--- config.mk ---
export PLATFORM = sky130hd
export DESIGN_NAME = exc_sequencer_flat
export DESIGN_NICKNAME = d
export VERILOG_FILES = /design/src/rtl/exc_sequencer_if.sv /design/src/rtl/exc_sequencer.sv /design/src/flat_wrapper.sv
export SDC_FILE = /design/constraint.sdc
export NUM_CORES = 1
export LEC_CHECK = 0
export CORE_ASPECT_RATIO = 0.9
export CORE_MARGIN = 1
export CORE_UTILIZATION = 50
export CTS_BUF_LIST = sky130_fd_sc_hd__clkbuf_16
export CTS_CLUSTER_DIAMETER = 200
export DETAILED_ROUTE_END_ITERATION = 10
export HOLD_SLACK_MARGIN = 0.05
export PLACE_DENSITY = 0.82
export RECOVER_POWER = 100
export SLEW_MARGIN = 5
export SYNTH_ARGS = -nofsm -noshare
export SYNTH_HDL_FRONTEND = slang
export SYNTH_SLANG_ARGS = --single-unit
--- constraint.sdc ---
create_clock -name clock -period 2.2 [get_ports clock]
set_input_delay 0.44 -clock clock [delete_from_list [all_inputs] [get_ports clock]]
set_output_delay 0.44 -clock clock [all_outputs]
set_load 0.01 [all_outputs]
--- src/rtl/exc_sequencer_if.sv ---
// exc_sequencer_if
// Groups the signals between the main control unit, the exception
// sequencer and the address mux / EPC / PC registers.
//   iord_sel_in          selector proposed by the main control unit
//   req_opcode           invalid-opcode exception request
//   req_overflow         ALU overflow exception request
//   req_div0             divide-by-zero exception request
//   iord_sel             selector actually driven to the address mux
//   epc_wr, mem_rd,
//   pc_wr, pc_src_exc    datapath strobes owned by the sequencer
//   busy                 main control must stall while high
//   exc_ack              one-cycle pulse when the handler PC is loaded
//   cause                code of the last exception taken
// modport slave  : the sequencer side
// modport master : the control / datapath side
interface exc_sequencer_if;
    logic [2:0] iord_sel_in;
    logic       req_opcode;
    logic       req_overflow;
    logic       req_div0;
    logic [2:0] iord_sel;
    logic       epc_wr;
    logic       mem_rd;
    logic       pc_wr;
    logic       pc_src_exc;
    logic       busy;
    logic       exc_ack;
    logic [1:0] cause;

    modport slave (
        input  iord_sel_in, req_opcode, req_overflow, req_div0,
        output iord_sel, epc_wr, mem_rd, pc_wr, pc_src_exc, busy, exc_ack, cause
    );

    modport master (
        output iord_sel_in, req_opcode, req_overflow, req_div0,
        input  iord_sel, epc_wr, mem_rd, pc_wr, pc_src_exc, busy, exc_ack, cause
    );
endinterface

--- src/rtl/exc_sequencer.sv ---
// exc_sequencer
// Owns the memory-address mux selector. While idle it forwards the main
// control unit's selector; on an exception request it runs the fixed
// sequence SAVE (write EPC) -> ADDR (address handler vector, start read)
// -> WAIT x MEM_LAT -> LOAD (write PC from memory data) -> IDLE.
// Ports:
//   clock   rising-edge clock
//   reset   asynchronous active-low reset
//   bus     exc_sequencer_if.slave (requests, selector, strobes, status)
// Parameter:
//   MEM_LAT memory read latency in cycles, 0..15
module exc_sequencer #(
    parameter int unsigned MEM_LAT = 1
) (
    input  logic           clock,
    input  logic           reset,
    exc_sequencer_if.slave bus
);
    typedef enum logic [2:0] {
        IDLE = 3'd0,
        SAVE = 3'd1,
        ADDR = 3'd2,
        WAIT = 3'd3,
        LOAD = 3'd4
    } state_t;

    localparam logic [3:0] LAT = 4'(MEM_LAT);

    state_t     state_reg, state_next;
    logic [2:0] pending_reg, pending_next;
    logic [1:0] cause_reg, cause_next;
    logic [2:0] vector_reg, vector_next;
    logic [3:0] count_reg, count_next;

    // bit 0 opcode, bit 1 overflow, bit 2 div0; lower index wins
    logic [2:0] req;
    logic [2:0] candidates;
    logic [2:0] take;
    logic [1:0] take_code;

    logic [2:0] sel;
    logic       epc_wr;
    logic       mem_rd;
    logic       pc_wr;
    logic       pc_src_exc;
    logic       exc_ack;
    logic       busy;

    assign req        = {bus.req_div0, bus.req_overflow, bus.req_opcode};
    assign candidates = pending_reg | req;

    // One-hot priority pick: a cause is taken only if no higher-priority
    // candidate is present.
    genvar gi;
    generate
        for (gi = 0; gi < 3; gi++) begin : g_take
            if (gi == 0) begin : g_top
                assign take[gi] = candidates[gi];
            end else begin : g_lower
                assign take[gi] = candidates[gi] & ~(|candidates[gi-1:0]);
            end
        end
    endgenerate

    always_comb begin
        take_code = 2'd0;
        if (take[0]) begin
            take_code = 2'd1;
        end else if (take[1]) begin
            take_code = 2'd2;
        end else if (take[2]) begin
            take_code = 2'd3;
        end
    end

    always_comb begin
        state_next   = state_reg;
        // Requests are recorded every cycle, whatever the state.
        pending_next = candidates;
        cause_next   = cause_reg;
        vector_next  = vector_reg;
        count_next   = count_reg;
        sel          = 3'b000;
        epc_wr       = 1'b0;
        mem_rd       = 1'b0;
        pc_wr        = 1'b0;
        pc_src_exc   = 1'b0;
        exc_ack      = 1'b0;
        busy         = 1'b1;

        case (state_reg)
            IDLE: begin
                busy = 1'b0;
                sel  = bus.iord_sel_in;
                if (|candidates) begin
                    // Clearing the taken bit also swallows a same-cause
                    // request arriving this cycle.
                    pending_next = candidates & ~take;
                    cause_next   = take_code;
                    // Vector codes 011/100/101 are the cause code plus two.
                    vector_next  = {1'b0, take_code} + 3'd2;
                    state_next   = SAVE;
                end
            end
            SAVE: begin
                sel        = 3'b000;
                epc_wr     = 1'b1;
                state_next = ADDR;
            end
            ADDR: begin
                sel        = vector_reg;
                mem_rd     = 1'b1;
                count_next = LAT;
                state_next = (LAT != 4'd0) ? WAIT : LOAD;
            end
            WAIT: begin
                sel        = vector_reg;
                mem_rd     = 1'b1;
                count_next = count_reg - 4'd1;
                if (count_reg == 4'd1) begin
                    state_next = LOAD;
                end
            end
            LOAD: begin
                sel        = vector_reg;
                pc_wr      = 1'b1;
                pc_src_exc = 1'b1;
                exc_ack    = 1'b1;
                state_next = IDLE;
            end
            default: begin
                state_next = IDLE;
            end
        endcase
    end

    always_ff @(posedge clock or negedge reset) begin
        if (!reset) begin
            state_reg   <= IDLE;
            pending_reg <= 3'b000;
            cause_reg   <= 2'b00;
            vector_reg  <= 3'b000;
            count_reg   <= 4'd0;
        end else begin
            state_reg   <= state_next;
            pending_reg <= pending_next;
            cause_reg   <= cause_next;
            vector_reg  <= vector_next;
            count_reg   <= count_next;
        end
    end

    assign bus.iord_sel   = sel;
    assign bus.epc_wr     = epc_wr;
    assign bus.mem_rd     = mem_rd;
    assign bus.pc_wr      = pc_wr;
    assign bus.pc_src_exc = pc_src_exc;
    assign bus.exc_ack    = exc_ack;
    assign bus.busy       = busy;
    assign bus.cause      = cause_reg;
endmodule

--- src/flat_wrapper.sv ---
// flat-port wrapper written by rule: the top's interface ports become plain ports
module exc_sequencer_flat 
#(
    parameter int unsigned MEM_LAT = 1
)
  (clock, reset, bus_iord_sel_in, bus_req_opcode, bus_req_overflow, bus_req_div0, bus_iord_sel, bus_epc_wr, bus_mem_rd, bus_pc_wr, bus_pc_src_exc, bus_busy, bus_exc_ack, bus_cause);
  exc_sequencer_if bus_i ();
  input  logic clock;
  input  logic reset;
  input wire logic [$bits(bus_i.iord_sel_in)-1:0] bus_iord_sel_in;
  input wire logic [$bits(bus_i.req_opcode)-1:0] bus_req_opcode;
  input wire logic [$bits(bus_i.req_overflow)-1:0] bus_req_overflow;
  input wire logic [$bits(bus_i.req_div0)-1:0] bus_req_div0;
  output wire logic [$bits(bus_i.iord_sel)-1:0] bus_iord_sel;
  output wire logic [$bits(bus_i.epc_wr)-1:0] bus_epc_wr;
  output wire logic [$bits(bus_i.mem_rd)-1:0] bus_mem_rd;
  output wire logic [$bits(bus_i.pc_wr)-1:0] bus_pc_wr;
  output wire logic [$bits(bus_i.pc_src_exc)-1:0] bus_pc_src_exc;
  output wire logic [$bits(bus_i.busy)-1:0] bus_busy;
  output wire logic [$bits(bus_i.exc_ack)-1:0] bus_exc_ack;
  output wire logic [$bits(bus_i.cause)-1:0] bus_cause;
  assign bus_i.iord_sel_in = bus_iord_sel_in;
  assign bus_i.req_opcode = bus_req_opcode;
  assign bus_i.req_overflow = bus_req_overflow;
  assign bus_i.req_div0 = bus_req_div0;
  assign bus_iord_sel = bus_i.iord_sel;
  assign bus_epc_wr = bus_i.epc_wr;
  assign bus_mem_rd = bus_i.mem_rd;
  assign bus_pc_wr = bus_i.pc_wr;
  assign bus_pc_src_exc = bus_i.pc_src_exc;
  assign bus_busy = bus_i.busy;
  assign bus_exc_ack = bus_i.exc_ack;
  assign bus_cause = bus_i.cause;
  exc_sequencer #(.MEM_LAT(MEM_LAT)) u_core (.clock(clock), .reset(reset), .bus(bus_i));
endmodule
==> impl.org <==
** Global routing
- GR Overflow Total :: 0
- Number of antenna violations at the first check in global routing :: 0
- Global-route wire length before repair :: approximately 2.6 mm
- The number of global-route vias before repair came to between 500 and 600.
- In the global route stage, overall resource usage came out at 23.7%.
- Entering global routing, the biggest net connects 14 pins.

** Critical path
- The critical path in this run is classified as reg2out.
- The signal on the critical path passes through nor2_2 > buf_4 > a22oi_1 > o2bb2ai_1 > clkdlybuf4s50_1.
- Critical path launch point type :: register
- On the critical path, the stage with the largest delay is an instance of sky130_fd_sc_hd__clkdlybuf4s50_1.
- Critical path capture point type :: output pin
- Along the worst path, the maximum fanout reaches 4.
- Critical path data arrival time :: approximately 1.7 ns
- For this run, the slowest stage of the critical path takes 0.55 ns.
- Data on the critical path is required at its endpoint by roughly 1.8 ns.

** Layout
- The post-route netlist has 16.7% of its cells at a drive strength greater than 1.
- Fin util :: 75.9%
- Non-filler cells in the finished layout :: ~100
- Diode count :: 0
- The register with the most flip-flops in the layout has 4 of them.
- The finished cells cover between 900 and 1000 um^2.
- Layout overhead on the synthesized area :: 34.5%
- At the end of the flow, the number of nets in the layout was around 100.

** Timing
- Setup violations remaining at the end of the flow were counted as 0.
- Based on the critical path, the design can be clocked at up to 475 MHz.
- Setup WS post-layout :: 0.0937 ns
- Measured slew at the worst slew-check pin :: 0.573 ns
- The final count of hold timing violations is 0.
- Final worst path period need :: approximately 2.1 ns
- Dividing the final minimum period by the clock period gives 95.7%.
- Headroom to the max-slew limit came out at 61.7%.
- The final-report max-slew violation count came to 0.
- Clock skew on the completed layout was measured at 0.000677 ns.

** Power
- Maximum resistive drop on vdd :: 0.857 mV
- PD cells :: 1510 nW/um^2
- For this design the static power due to leakage is 0.424 nW.
- The design draws between 1 and 1.5 mW.

** Logic synthesis
- FFs w/ async S/R, synth :: 100%
- Count of distinct cell types in the synthesized netlist :: 33
- Synth warn :: 0
- The cell area that synthesis handed to floorplanning was between 700 and 800 um^2.
- Yosys instantiated no cell more often than sky130_fd_sc_hd__dfrtp_1.
- In this run, synthesis produced a sequential element count of 13.
- Post-synth top area cell :: sky130_fd_sc_hd__dfrtp_1
- Prevailing post-synth register cell :: sky130_fd_sc_hd__dfrtp_1
- Counting every net in the synthesized netlist gives 81.
- Area share of the leading cell type in the synthesized netlist :: around 44%
- The commonest cells after synthesis are 13 x sky130_fd_sc_hd__dfrtp_1, 8 x sky130_fd_sc_hd__nor2_1, 4 x sky130_fd_sc_hd__buf_4.
- Number of synthesized flops with an enable pin :: 0
- Synthesis produced 71 cells.
- Summing the sequential cell areas from Yosys gives 44.1% of the chip area.
- Top cells by area in the synthesized netlist :: sky130_fd_sc_hd__dfrtp_1 44%, sky130_fd_sc_hd__buf_4 4.1%, sky130_fd_sc_hd__nor2_1 4.1%
- Post-Synthesis Mean Instance Area :: 10.4 um^2

** Drt
- The count of nets left with antenna violations once routing finished came out at 0.
- In the routed layout, each cell is associated on average with a via count of 6.05.
- Top layer in use :: met4
- Drt total wl :: 1.62 mm
- DR WL met3 :: 86 um
- Drt initial violations :: 19
- Met1 WL :: between 600 and 700 um
- In the detailed route, the total length drawn on met2 is just over 800 um.
- After detailed routing, the number of remaining DRC violations is 0.
- Number of vias after detailed routing :: between 600 and 700
- Drt pass-1 iters :: 4
- In the final routed layout, each cell accounts on average for 15.6 um.

** CTS
- Post-CTS repair changed the size of 0 cells.
- Clock tree from TritonCTS :: built
- After clock tree synthesis, the clock-pin slew on the worst setup and hold paths is 0.04 ns.
- CTS built an H-tree with a depth of 1.
- Clock latency on the worst-skew pair, taken at its later pin, is 0.24 ns.
- Number of buffers added for setup after CTS :: 0
- Clock sink count :: 13
- The longest clock path from root to sink contains 2 buffers.
- Hold Buf Count CTS :: 0
- Number of buffers created by CTS :: 3
- CTS Root Cell :: sky130_fd_sc_hd__clkbuf_16

** Placed design
- Prior to clock tree synthesis, the placed netlist has a worst setup slack of 0.0850 ns.
- # port buffers :: 18
- In this run the cell area measured after placement is ~900 um^2.
- Detailed-placement wirelength estimate :: 1.13 mm
- Weighted congestion at the end of routability-driven global placement :: 0.752
- The number of placed instances, taps included, is 100.

** Hold path
- Min-delay worst type :: reg2reg

** Run
- Maximum capacitance violations :: 0

** Die
- 19 I/O pins were placed.
- Die extent in y :: around 38 um
- Measured along the x axis, the die boundary spans about 42 um.
- For this configuration, the core starts out at a cell density of 56.4%.
- Row Count :: 12
- The core region is about 1300 um^2.
- The floorplan step defined a die boundary enclosing 1630 um^2.

** Run status
- Status :: finished clean
[through the flow]
stage	hold slack (ns)	TNS, ns
2_1_floorplan	0.144	0
3_3_place_gp	0.511	0
3_5_place_dp	0.530	0
4_1_cts	0.541	0
5_1_grt	0.564	-0.0112
6_report	0.552	0
[path summary, 6_finish.rpt]
check                                                      from  slack (ns)  cells past startpoint                              end
max in group asynchronous                                 reset        1.15                      1  u_core.state_reg[2]$_DFFE_PN0P_
worst min-delay path            u_core.pending_reg[0]$_DFF_PN0_        0.55                      2  u_core.pending_reg[1]$_DFF_PN0_
min in group asynchronous                                 reset        0.64                      1  u_core.pending_reg[2]$_DFF_PN0_
worst max register to register  u_core.state_reg[2]$_DFFE_PN0P_        0.78                      5  u_core.pending_reg[2]$_DFF_PN0_
worst min register to register  u_core.pending_reg[0]$_DFF_PN0_        0.55                      2  u_core.pending_reg[1]$_DFF_PN0_
worst max-delay path            u_core.state_reg[0]$_DFFE_PN0P_        0.09                      5                  bus_iord_sel[1]
[cell type report]
type / instances / area, um^2
clock buffers: 3 / 75.1
clock inverters: 1 / 3.75
fillers: 96 / 315
inverters: 4 / 15.0
multi-input cells: 47 / 343
flip-flops and latches: 13 / 327
well taps: 14 / 17.5
repair buffers: 22 / 210
[per-layer routing]
metal | vias up | GRT usage [%]
li1 | 294 | -
met1 | 310 | 28.2
met2 | 20 | 37.3
met3 | 5 | 8.49
met4 | 0 | 14.1
met5 | - | 0
[kinds of logic (layout without fill, tap and decap cells)]
kind of cell,after synthesis,after routing,share of synthesized area [%]
AOI/OAI and AO/OA,17,17,17.7
adders and majority gates,2,2,3.40
buffers and inverters,11,30,9.00
DFF,13,13,44.1
muxes,1,1,1.36
and+or+nand+nor,27,27,24.5
[worst max-delay path, delay by kind of cell, from the launching register on]
kind            cells  cell delay (ns)
compound gates      2             0.20
buf+inv             2             0.69
flops               1             0.38
simple gates        1             0.14
[report_power, final]
| group | total, mW | switching, mW | internal (mW) |
|---|---|---|---|
| sequential | 0.436 | 0.0988 | 0.337 |
| combinational | 0.724 | 0.335 | 0.390 |
| clock | 0.337 | 0.0980 | 0.239 |
[cell usage in the layout (no fill, tap or decap)]
| cell | n |
|---|---|
| sky130_fd_sc_hd__dfrtp_1 | 12 |
| sky130_fd_sc_hd__clkdlybuf4s50_1 | 9 |
| sky130_fd_sc_hd__dlygate4sd3_1 | 9 |
| sky130_fd_sc_hd__nor2_1 | 7 |
| sky130_fd_sc_hd__inv_1 | 4 |
| sky130_fd_sc_hd__buf_4 | 4 |
| sky130_fd_sc_hd__a22oi_1 | 3 |
| sky130_fd_sc_hd__o2bb2ai_1 | 3 |
| sky130_fd_sc_hd__a21oi_1 | 3 |
| sky130_fd_sc_hd__o21ai_0 | 3 |
| sky130_fd_sc_hd__clkbuf_16 | 3 |
| sky130_fd_sc_hd__nor3b_1 | 2 |
| sky130_fd_sc_hd__nor3_1 | 2 |
| sky130_fd_sc_hd__nand2_1 | 2 |
| sky130_fd_sc_hd__o22a_1 | 2 |
| sky130_fd_sc_hd__ha_1 | 2 |
| sky130_fd_sc_hd__nor3_4 | 1 |
| sky130_fd_sc_hd__inv_2 | 1 |
| sky130_fd_sc_hd__nor2_2 | 1 |
| sky130_fd_sc_hd__and2_2 | 1 |
| sky130_fd_sc_hd__nand2b_1 | 1 |
| sky130_fd_sc_hd__or3_4 | 1 |
| sky130_fd_sc_hd__nor4b_2 | 1 |
| sky130_fd_sc_hd__and2_1 | 1 |
| sky130_fd_sc_hd__a311o_1 | 1 |
| sky130_fd_sc_hd__or3b_1 | 1 |
| sky130_fd_sc_hd__nor4_1 | 1 |
| sky130_fd_sc_hd__and4b_1 | 1 |
| sky130_fd_sc_hd__nand3b_1 | 1 |
| sky130_fd_sc_hd__mux2i_1 | 1 |
| sky130_fd_sc_hd__a22o_1 | 1 |
| sky130_fd_sc_hd__and3_2 | 1 |
| sky130_fd_sc_hd__and3b_1 | 1 |
| sky130_fd_sc_hd__and2b_1 | 1 |
| sky130_fd_sc_hd__a2111oi_0 | 1 |
| sky130_fd_sc_hd__dfrtp_2 | 1 |
Power figures use the tool's default switching activity.
